<file path="src/rtl/shift_pkg.sv">
// Shared opcode and state definitions for the shift sequencer.
package shift_pkg;

  typedef enum logic [2:0] {
    OP_ASL = 3'b000,
    OP_ASR = 3'b001,
    OP_LSL = 3'b010,
    OP_LSR = 3'b011,
    OP_ROL = 3'b100,
    OP_ROR = 3'b101,
    OP_RSV = 3'b110
  } shift_op_e;

  typedef enum logic [1:0] {
    S_IDLE = 2'b00,
    S_RUN  = 2'b01,
    S_DONE = 2'b10
  } seq_state_e;

  // Both 110 and 111 are reserved; only 110 gets a name.
  function automatic logic isReserved(input logic [2:0] op);
    return op[2] & op[1];
  endfunction

endpackage

</file>
<file path="src/rtl/shift_step.sv">
// Single-bit combinational shift/rotate step with carry-out.
module shift_step
  import shift_pkg::*;
#(
  parameter int NBITS = 4
) (
  input  logic [NBITS-1:0] value,
  input  logic [2:0]       op,
  output logic [NBITS-1:0] result,
  output logic             carry
);

  always_comb begin
    result = value;
    carry  = 1'b0;
    case (op)
      OP_ASL, OP_LSL: begin
        result = {value[NBITS-2:0], 1'b0};
        carry  = value[NBITS-1];
      end
      OP_ASR: begin
        result = {value[NBITS-1], value[NBITS-1:1]};
        carry  = value[0];
      end
      OP_LSR: begin
        result = {1'b0, value[NBITS-1:1]};
        carry  = value[0];
      end
      OP_ROL: begin
        result = {value[NBITS-2:0], value[NBITS-1]};
        carry  = value[NBITS-1];
      end
      OP_ROR: begin
        result = {value[0], value[NBITS-1:1]};
        carry  = value[0];
      end
      default: begin
        result = '0;
        carry  = 1'b0;
      end
    endcase
  end

endmodule

</file>
<file path="src/rtl/shift_sequencer.sv">
// Multi-cycle shift sequencer: IDLE -> RUN (one step per cycle) -> DONE.
// Optional STICKY accumulator enabled by macro SHIFT_SEQ_STICKY_EN.
module shift_sequencer
  import shift_pkg::*;
#(
  parameter int NBITS = 4,
  parameter int CNTW  = 3
) (
  input  logic             CLK,
  input  logic             RST_N,
  input  logic             START,
  input  logic [NBITS-1:0] A,
  input  logic [2:0]       OpCode,
  input  logic [CNTW-1:0]  COUNT,
  output logic             BUSY,
  output logic             DONE,
  output logic [NBITS-1:0] Q,
  output logic             C,
  output logic             STICKY
);

  seq_state_e        state, stateNext;
  logic [2:0]        opReg;
  logic [CNTW-1:0]   cntReg;
  logic [NBITS-1:0]  stepResult;
  logic              stepCarry;
  logic              stepEn;

  shift_step #(.NBITS(NBITS)) uStep (
    .value  (Q),
    .op     (opReg),
    .result (stepResult),
    .carry  (stepCarry)
  );

  always_ff @(posedge CLK or negedge RST_N) begin
    if (!RST_N) state <= S_IDLE;
    else        state <= stateNext;
  end

  always_comb begin
    stateNext = state;
    BUSY      = 1'b1;
    DONE      = 1'b0;
    stepEn    = 1'b0;
    case (state)
      S_IDLE: begin
        BUSY = 1'b0;
        if (START) stateNext = S_RUN;
      end
      S_RUN: begin
        if (isReserved(opReg) || (cntReg == '0)) stateNext = S_DONE;
        else                                     stepEn    = 1'b1;
      end
      S_DONE: begin
        DONE      = 1'b1;
        stateNext = S_IDLE;
      end
      default: stateNext = S_IDLE;
    endcase
  end

  always_ff @(posedge CLK or negedge RST_N) begin
    if (!RST_N) begin
      Q      <= '0;
      C      <= 1'b0;
      opReg  <= '0;
      cntReg <= '0;
    end else if ((state == S_IDLE) && START) begin
      Q      <= A;
      C      <= 1'b0;
      opReg  <= OpCode;
      cntReg <= COUNT;
    end else if ((state == S_RUN) && isReserved(opReg)) begin
      Q <= '0;
      C <= 1'b0;
    end else if (stepEn) begin
      Q      <= stepResult;
      C      <= stepCarry;
      cntReg <= cntReg - 1'b1;
    end
  end

`ifdef SHIFT_SEQ_STICKY_EN
  always_ff @(posedge CLK or negedge RST_N) begin
    if (!RST_N)                         STICKY <= 1'b0;
    else if ((state == S_IDLE) && START) STICKY <= 1'b0;
    else if (stepEn)                    STICKY <= STICKY | stepCarry;
  end
`else
  assign STICKY = 1'b0;
`endif

endmodule

</file>
<file path="config.mk">
export PLATFORM = sky130hd
export DESIGN_NAME = shift_sequencer
export DESIGN_NICKNAME = d
export VERILOG_FILES = /design/src/rtl/shift_pkg.sv /design/src/rtl/shift_step.sv /design/src/rtl/shift_sequencer.sv
export SDC_FILE = /design/constraint.sdc
export NUM_CORES = 1
export LEC_CHECK = 0
export ABC_AREA = 1
export BUFFER_PORTS_ARGS = -buffer_cell sky130_fd_sc_hd__buf_4
export CAP_MARGIN = 20
export CORE_ASPECT_RATIO = 0.9
export CORE_MARGIN = 5
export CORE_UTILIZATION = 51
export CTS_CLUSTER_DIAMETER = 60
export DETAILED_ROUTE_END_ITERATION = 6
export GPL_ROUTABILITY_DRIVEN = 1
export PLACE_DENSITY = 0.77
export SYNTH_ARGS = -nofsm -noshare
export SYNTH_HDL_FRONTEND = slang
export SYNTH_SLANG_ARGS = --single-unit
</file>
<file path="constraint.sdc">
create_clock -name CLK -period 1.7 [get_ports CLK]
set_input_delay 0.17 -clock CLK [delete_from_list [all_inputs] [get_ports CLK]]
set_output_delay 0.17 -clock CLK [all_outputs]
set_load 0.05 [all_outputs]
</file>
==> flow_summary.toml, run 1 <==
[power]
combPwrFrac_pct = 60.5
ir_worst_vdd_uv = 1151
leakagePower_nw = 0.5828
p_int_w = 0.0009082
p_seq_share_pct = 29.2
swShare_pct = 52.46
powerDensity_nw_per_um2 = 1901
total_power_w = 0.001910
p_clk_share_pct = 10.4
power.switching_w = 0.001002

[logic_synthesis]
synth_area_um2 = 832.0
ys_types = 16
synth_warnings = 0
synth_cells = 118
yosysSeqAreaShare_pct = 39.10
syn_nets = 133
syn_avg_cell_area_um2 = 7.051
synth_seq_cells = 13

[floorplanning]
initial_core_util_pct = 55.60
die_area_um2 = 2540
chipHeight_um = 48.32
core-area_um2 = 1496
die_x_um = 52.58
rows = 13
ios = 21

[critical_path]
required_ns = 1.87
crit_top_cell = "nand2_1"
reg2reg_slack_ns = 0.27
path_buf_inv = 2
rr_worst_depth = 9
cp_top_family = "simple AND/OR/NAND/NOR gates"
critical_path.max_stage_delay_ns = 0.32
critPathLaunchType = "flip-flop"
cp-end-kind = "flip-flop"
cp_num_cells = 9
crit_type = "reg -> reg"
critPathMaxFanout = 4
worstPathCellList = "inv_1 -> ha_1 -> ha_1 -> inv_1 -> nand2_1 -> nor2_2 -> nand2_1 -> nand3_1 -> nand2_1"
cp.arrival_ns = 1.61
cp_slowest_cell = "dfrtp_1"

[sta]
drv_slew = 0
rsz0062_at_grt = "false"
finalCritPeriodShare_pct = 84.31
setup_ws_ns = 0.2667
max_freq_mhz = 697.7
finalClockSkew_ns = 0.006932
post-route-min-period_ns = 1.433
tns_ns = 0
setup-violations-final = 0
final-hold-violation-count = 0

[detailed_routing]
drt_iter0_drc = 17
viasPerCell = 4.714
drc = 0
ant_nets = 0
routed_wirelength_um = 1746
vias = 759
wire_per_inst_um = 10.84
first_pass_iters = 4

[cts]
cts_resized = 0
cts_tree = "yes"
cts_made_buffers = 3
insertion_delay_ns = 0.28
post_cts_buffers = 0
clk_pin_slew_ns = 0.08
cts_sinks = 13
cts_max_level = 1
cts.path.max_buffers = 2
root_buffer = "clkbuf_4"

[grt]
grt_max_degree = 14
grt_first_pass_wirelength_um = 3084
grt_pass1_vias = 679
antenna_found_initial = 0
grtUsageTotal_pct = 15.74
grt-ovfl-total = 0

[placement]
dp_hpwl_um = 1273
dp_slack_ns = 0.2798
gp_congestion = 0.8830
dp_cells = 156
port_buffers = 19

[layout]
drive_gt1_share_pct = 27.34
area_growth_syn_to_layout_pct = 20.75
final_cell_mix = "nand2_1 (50), buf_4 (20), dfrtp_1 (13), nand3_1 (11), inv_1 (9)"
register_area_um2 = 325.3
multiInputGateArea_um2 = 416.7
final_cells = 161
layout_commonest_cell = "nand2_1"
nets = 155
utilization_pct = 67.14
antenna_cells = 0
nFillCells = 141

[worst_hold_path]
min_path_cells = 3
min_path_type = "in -> reg"

[status]
outcome = "finished, final reports clean"

[flow_run]
drv_cap = 0
sequential cells by signal, indices dropped and copies added (netlist names):
| signal | count |
|---|---|
| cntReg | 3 |
| opReg | 3 |
| C | 1 |
| Q | 4 |
| state | 2 |
kinds of logic (layout without fill, tap and decap cells):
kind of cell | after synthesis | in the layout | synth area share, %
compound gates | 7 | 7 | 4.662
buf+inv | 17 | 38 | 10.83
flops | 13 | 13 | 39.10
simple gates | 78 | 78 | 41.95
other cells | 1 | 1 | 0.4507
fa+ha+maj | 2 | 2 | 3.007
final cells by class:
type | instances | share of cell area, %
multi-input combinational | 88 | 41.47
sequential | 13 | 32.38
timing repair buffer | 21 | 15.94
inverter | 13 | 4.857
tap | 22 | 2.740
clock buffer | 4 | 2.615
Yosys cell counts (all sizes together):
library cell / instances / share of area, %
dfrtp: 13 / 39
inv: 13 / 5.9
ha: 2 / 3.0
nand2: 54 / 26
buf: 4 / 5.0
o21ai: 7 / 4.7
nor2: 11 / 7.4
conb: 1 / 0.45
nand3: 13 / 9.0
power by group through the flow:
stage               logic, W  clock network (W)  registers (W)
CTS                  0.00116           0.000204       0.000558
floorplan           0.000802                  0       0.000671
finish               0.00115           0.000198       0.000558
global route         0.00129           0.000219       0.000575
global placement     0.00113                  0       0.000562
detailed placement   0.00115                  0       0.000564
worst paths after layout:
kind	to	start
min	opReg[1]	OpCode[1]
max in group asynchronous	opReg[2]	RST_N
min reg2reg	cntReg[2]	cntReg[2]
max	Q[3]	cntReg[0]
max reg2reg	Q[3]	cntReg[0]
min in group asynchronous	state[1]	RST_N
worst reg2reg max path, cell delays in order, from the launching register on:
cell,delay [ns]
dfrtp_1,0.32
inv_1,0.05
ha_1,0.20
ha_1,0.18
inv_1,0.08
nand2_1,0.07
nor2_2,0.19
nand2_1,0.10
nand3_1,0.09
nand2_1,0.05
per-stage QoR:
step | hold WS (ns) | cell area (um2)
3_5_place_dp | 0.02559 | 968.4
4_1_cts | 0.07353 | 1005
2_1_floorplan | -0.1256 | 832.0
3_3_place_gp | 0.02573 | 968.4
5_1_grt | 0.08887 | 1005
6_report | 0.08192 | 1005
routing by layer:
layer  GRT usage (%)  up-vias  part of all wire [%]
met2           22.52       30                    43
met1           22.74      328                    50
met4           2.553        0                     0
met5               0        -                     0
li1                -      401                     -
met3           5.810        0                   6.6
timing repair:
item                                    4_1_cts  5_1_grt
endpoints found under the setup margin        0        0
hold buffers                                  1        0
endpoints found under the hold margin        13        0
No activity file was read; power rests on OpenSTA's default activity.
==> inputs of run 2 (changes only) <==
--- a/config.mk
+++ b/config.mk
@@ -10,11 +10,11 @@
 export CAP_MARGIN = 20
 export CORE_ASPECT_RATIO = 0.9
 export CORE_MARGIN = 5
-export CORE_UTILIZATION = 51
+export CORE_UTILIZATION = 46
 export CTS_CLUSTER_DIAMETER = 60
 export DETAILED_ROUTE_END_ITERATION = 6
 export GPL_ROUTABILITY_DRIVEN = 1
-export PLACE_DENSITY = 0.77
+export PLACE_DENSITY = 0.73
 export SYNTH_ARGS = -nofsm -noshare
 export SYNTH_HDL_FRONTEND = slang
 export SYNTH_SLANG_ARGS = --single-unit
==> constraint.sdc (replaced) <==
create_clock -name CLK -period 1.3 [get_ports CLK]
set_input_delay 0.13 -clock CLK [delete_from_list [all_inputs] [get_ports CLK]]
set_output_delay 0.13 -clock CLK [all_outputs]
set_load 0.05 [all_outputs]
==> run 2 against run 1 <==
Highest routed layer is now met4. Wire length up 1.5%. Utilization decreased by 3.4 points. Combinational power is 53% higher. Via count grew 2.9%. Largest power group unchanged. Final cell count rose by 3.7%. Design area grew 7.7%.
==> flow_summary.toml, run 2 (synthesis gave the netlist of run 1 again) <==
[layout]
design_area_um2 = 1082
layout_commonest_cell = "nand2_1"
final_cell_mix = "nand2_1 (48), buf_4 (24), dfrtp_1 (13), nand3_1 (10)"
largest_register_ff_count = 4
area_growth_syn_to_layout_pct = 30.08
top_register = "Q"
nets = 159
antenna_cells = 0
drive_gt1_share_pct = 34.97
reg.largest.list = "Q: 4 flops, cntReg: 3 flops, opReg: 3 flops"

[detailed_routing]
drc = 0
vias = 781
viasPerCell = 4.677
routed_wirelength_um = 1772
wire_per_inst_um = 10.61
drt_iter0_drc = 25
ant_nets = 0
first_pass_iters = 4

[power]
ir_worst_vdd_uv = 1795
power.switching_w = 0.001407
swShare_pct = 51.28
leakagePower_nw = 0.6044
p_seq_share_pct = 26.8
combPwrFrac_pct = 64.0
p_clk_share_pct = 9.2
p_int_w = 0.001337
powerDensity_nw_per_um2 = 2536

[cts]
cts_max_level = 1
cts_made_buffers = 3
root_buffer = "clkbuf_4"
clk_pin_slew_ns = 0.08
cts.path.max_buffers = 2
cts_sinks = 13
insertion_delay_ns = 0.27
cts_tree = "yes"

[sta]
max_freq_mhz = 791.7
whs_ns = 0.04964
drv_slew = 0
post-route-min-period_ns = 1.263
finalCritPeriodShare_pct = 97.16
rsz0062_at_grt = "true"
final-hold-violation-count = 0
finalClockSkew_ns = 0.0007990
setup-violations-final = 0

[floorplanning]
core-area_um2 = 1699
initial_core_util_pct = 48.97
die_area_um2 = 2760
rows = 14
die_x_um = 54.83
ios = 21
chipHeight_um = 50.35

[status]
outcome = "finished, final reports clean"

[grt]
grt-ovfl-total = 0
antenna_found_initial = 0
grt_first_pass_wirelength_um = 2953
grt_pass1_vias = 723
grtUsageTotal_pct = 14.46
grt_max_degree = 14

[placement]
gp_congestion = 0.8410
port_buffers = 19
dp_hpwl_um = 1310
place_area_um2 = 988.4

[critical_path]
crit_type = "reg -> reg"
critPathMaxFanout = 4
required_ns = 1.47
cp-end-kind = "flip-flop"
cp.arrival_ns = 1.44
critPathLaunchType = "flip-flop"

[worst_hold_path]
min_path_type = "in -> reg"

[flow_run]
drv_cap = 0
[run 2: changes by cell type in the layout (fill, tap and decap cells not counted)]
cell	previous run	this run
nor2_4	2	3
nand3_1	11	10
buf_4	20	24
ha_1	2	0
nand2_1	50	48
nand3_2	2	3
nand2_2	4	5
nand2_4	0	1
inv_1	9	6
inv_2	4	7
nor2_2	2	1
ha_4	0	2
[run 2: cell type report]
type / count / area [um2]
clock buffers: 4 / 26.28
fillers: 156 / 616.8
inverters: 13 / 48.80
multi-input cells: 88 / 461.7
flip-flops and latches: 13 / 325.3
well taps: 24 / 30.03
repair buffers: 25 / 190.2
[run 2: metal layers]
| layer | wire length, um | track usage (%) | up-vias |
|---|---|---|---|
| li1 | - | - | 409 |
| met1 | 875 | 20.92 | 338 |
| met2 | 762 | 20.67 | 32 |
| met3 | 126 | 3.550 | 2 |
| met4 | 8 | 4.979 | 0 |
| met5 | 0 | 0 | - |
[run 2: critical path, cell delays in order, from the launching register on]
cell	delay, ns
dfrtp_1	0.34
inv_2	0.05
ha_4	0.16
ha_4	0.15
inv_2	0.06
nand2_2	0.06
nor2_4	0.17
nand2_2	0.08
nand3_2	0.06
nand2_1	0.05
[run 2: timing repair]
| action | CTS | global route |
|---|---|---|
| cloned | 0 | 0 |
| setup endpoints to repair | 5 | 9 |
| pin swaps | 1 | 5 |
| hold endpoints to repair | 13 | 0 |
| resized for setup | 4 | 5 |
| buffers inserted | 1 | 1 |
| hold buffers | 1 | 0 |
[run 2: metrics by stage]
stage	worst slack (ns)	utilization, %	TNS (ns)	power, W	cells
after global routing	-0.05130	63.70	-0.1792	0.003018	167
after global placement	-0.009623	58.17	-0.009623	0.002254	160
final	0.03692	63.70	0	0.002745	167
after floorplan	0.01468	-	0	0.001941	118
after detailed placement	-0.09251	58.17	-0.2639	0.002297	160
after CTS	0.001250	61.63	0	0.002635	166
[run 2: worst paths after layout]
check                      slack (ns)       from         to  depth (start not counted)
max                              0.04  cntReg[1]       Q[3]                          9
min                              0.05  OpCode[1]   opReg[1]                          3
max reg2reg                      0.04  cntReg[1]       Q[3]                          9
min reg2reg                      0.55       Q[1]       Q[1]                          2
max in group asynchronous        0.91      RST_N   opReg[1]                          2
min in group asynchronous        0.23      RST_N  cntReg[1]                          2
[run 2: power by group through the flow]
stage / Clock [W] / Sequential (W) / Combinational, W
5_1_grt: 0.000282 / 0.000768 / 0.00197
3_5_place_dp: 0 / 0.000739 / 0.00156
3_3_place_gp: 0 / 0.000735 / 0.00152
4_1_cts: 0.000257 / 0.000732 / 0.00165
6_report: 0.000252 / 0.000736 / 0.00176
2_1_floorplan: 0 / 0.000881 / 0.00106
==> inputs of run 3 (changes only) <==
--- a/config.mk
+++ b/config.mk
@@ -8,7 +8,7 @@
 export ABC_AREA = 1
 export BUFFER_PORTS_ARGS = -buffer_cell sky130_fd_sc_hd__buf_4
 export CAP_MARGIN = 20
-export CORE_ASPECT_RATIO = 0.9
+export CORE_ASPECT_RATIO = 0.8
 export CORE_MARGIN = 5
 export CORE_UTILIZATION = 46
 export CTS_CLUSTER_DIAMETER = 60
==> constraint.sdc (replaced) <==
create_clock -name CLK -period 1.3 [get_ports CLK]
set_input_delay 0.13 -clock CLK [delete_from_list [all_inputs] [get_ports CLK]]
set_output_delay 0.13 -clock CLK [all_outputs]
set_load 0.02 [all_outputs]
==> run 3 against run 2 <==
The flow now finishes with violations (negative setup slack). Power rose by 0.13%. Critical path depth rose by 1. Register-to-register slack got worse by 0.06 ns. Clock-buffer cell count did not move. Die area rose by 0.16%. Clock power rose by 5%. Design area rose by 2.7%. Final cell count rose by 0.60%. Worst hold slack got worse by 0.017 ns. Via count rose by 4.6%. Sequential power rose by 1%.
==> flow_summary.toml, run 3 (synthesis gave the netlist of run 1 again) <==
[status]
outcome = "finished, violations left"
violations = "negative setup slack"

[detailed_routing]
wire_per_inst_um = 12.77
drc = 0
viasPerCell = 4.863
first_pass_iters = 4
drt_iter0_drc = 35
vias = 817
routed_wirelength_um = 2145
ant_nets = 0

[sta]
final-hold-violation-count = 0
rsz0062_at_grt = "true"
max_freq_mhz = 758.0
setup_ws_ns = -0.01932
drv_slew = 0
whs_ns = 0.03306
finalCritPeriodShare_pct = 101.5
setup-violations-final = 2
tns_ns = -0.02719
post-route-min-period_ns = 1.319
finalClockSkew_ns = 0.001082

[critical_path]
cp.arrival_ns = 1.55
cp-startpoint = "cntReg[0]"
worstPathCellList = "inv_2 -> ha_4 -> ha_4 -> inv_2 -> nand2_2 -> nor2_4 -> nand2_2 -> nand2_2 -> nand2_2 -> nand2_1"
critPathLaunchType = "flip-flop"
required_ns = 1.53
cp_slowest_cell = "dfrtp_1"
reg2reg_from = "cntReg[0]"
critical_path.max_stage_delay_ns = 0.36
cp-end-kind = "flip-flop"
critPathMaxFanout = 4
crit_type = "reg -> reg"
crit_top_cell = "nand2_2"

[placement]
dp_cells = 159
dp_slack_ns = -0.1246
gp_congestion = 0.8398
dp_hpwl_um = 1347
port_buffers = 19
place_area_um2 = 991.0

[floorplanning]
ios = 21
chipHeight_um = 48.04
core-area_um2 = 1675
initial_core_util_pct = 49.66
die_area_um2 = 2765
die_x_um = 57.55
rows = 13

[grt]
grtUsageTotal_pct = 16.79
grt_pass1_vias = 714
grt_max_degree = 14
grt_first_pass_wirelength_um = 3298
antenna_found_initial = 0
grt-ovfl-total = 0

[layout]
final_cells = 168
area_growth_syn_to_layout_pct = 33.53
top_register = "Q"
layout_commonest_cell = "nand2_1"
antenna_cells = 0
reg.largest.list = "Q: 4 flops, cntReg: 3 flops, opReg: 3 flops"
design_area_um2 = 1111
final_cell_mix = "nand2_1 (46), buf_4 (27), dfrtp_1 (13), nand3_1 (10)"
largest_register_ff_count = 4
drive_gt1_share_pct = 37.67
nets = 162

[cts]
cts_made_buffers = 3
cts_tree = "yes"
cts.path.max_buffers = 2
insertion_delay_ns = 0.28
root_buffer = "clkbuf_4"
cts_max_level = 1
cts_sinks = 13
clk_pin_slew_ns = 0.08

[worst_hold_path]
min_path_type = "in -> reg"
min_from = "OpCode[1]"

[flow_run]
drv_cap = 0

[power]
ir_worst_vdd_uv = 1307
powerDensity_nw_per_um2 = 2474
leakagePower_nw = 0.6203
[run 3: changes by cell type in the layout (fill, tap and decap cells not counted), sizes merged]
cell | previous run | this run
buf | 24 | 27
[run 3: critical path, delay by kind of cell, from the launching register on]
| kind | cells | cell delay [ns] |
|---|---|---|
| adders and majority gates | 2 | 0.31 |
| buffers and inverters | 2 | 0.12 |
| DFF | 1 | 0.36 |
| and+or+nand+nor | 6 | 0.47 |
[run 3: what timing repair did]
action                                  in CTS  in global routing
endpoints found under the setup margin       8                  9
pin swaps                                    2                  6
hold buffers                                 1                  0
setup buffers                                4                  0
gates resized for setup                     10                  4
hold endpoints to repair                    13                  0
[run 3: area by class of cell]
cell class	instances	area (um2)
clock buffers	4	26.28
multi-input cells	88	470.5
well taps	22	27.53
fillers	133	564.3
repair buffers	28	212.7
inverters	13	48.80
flip-flops and latches	13	325.3
[run 3: worst paths after layout]
check,to,slack [ns],depth (start not counted)
setup / recovery,Q[3],-0.02,10
hold / removal,opReg[1],0.03,3
setup reg to reg,Q[3],-0.02,10
hold reg to reg,Q[1],0.56,2
max in group asynchronous,cntReg[2],0.91,2
min in group asynchronous,cntReg[1],0.22,2
[run 3: routing by layer]
metal  vias up  GRT usage, %  share of wire [%]
met3         5         5.660                8.8
li1        421             -                  -
met2        39         24.32                 47
met5         -             0                  0
met1       352         21.64                 42
met4         0         11.11                2.1
[run 3: per-stage QoR]
step	utilization (%)	power, W
after floorplan	-	0.001745
final	66.32	0.002749
after CTS	65.50	0.002607
after global routing	66.32	0.002976
after detailed placement	59.15	0.002125
after global placement	59.15	0.002091
[run 3: power breakdown]
group          switching, W  leakage [nW]  total, W  internal (W)
Sequential         0.000162         0.165  0.000743      0.000582
Clock              0.000145        0.0150  0.000265      0.000119
Combinational       0.00103         0.441   0.00174      0.000706
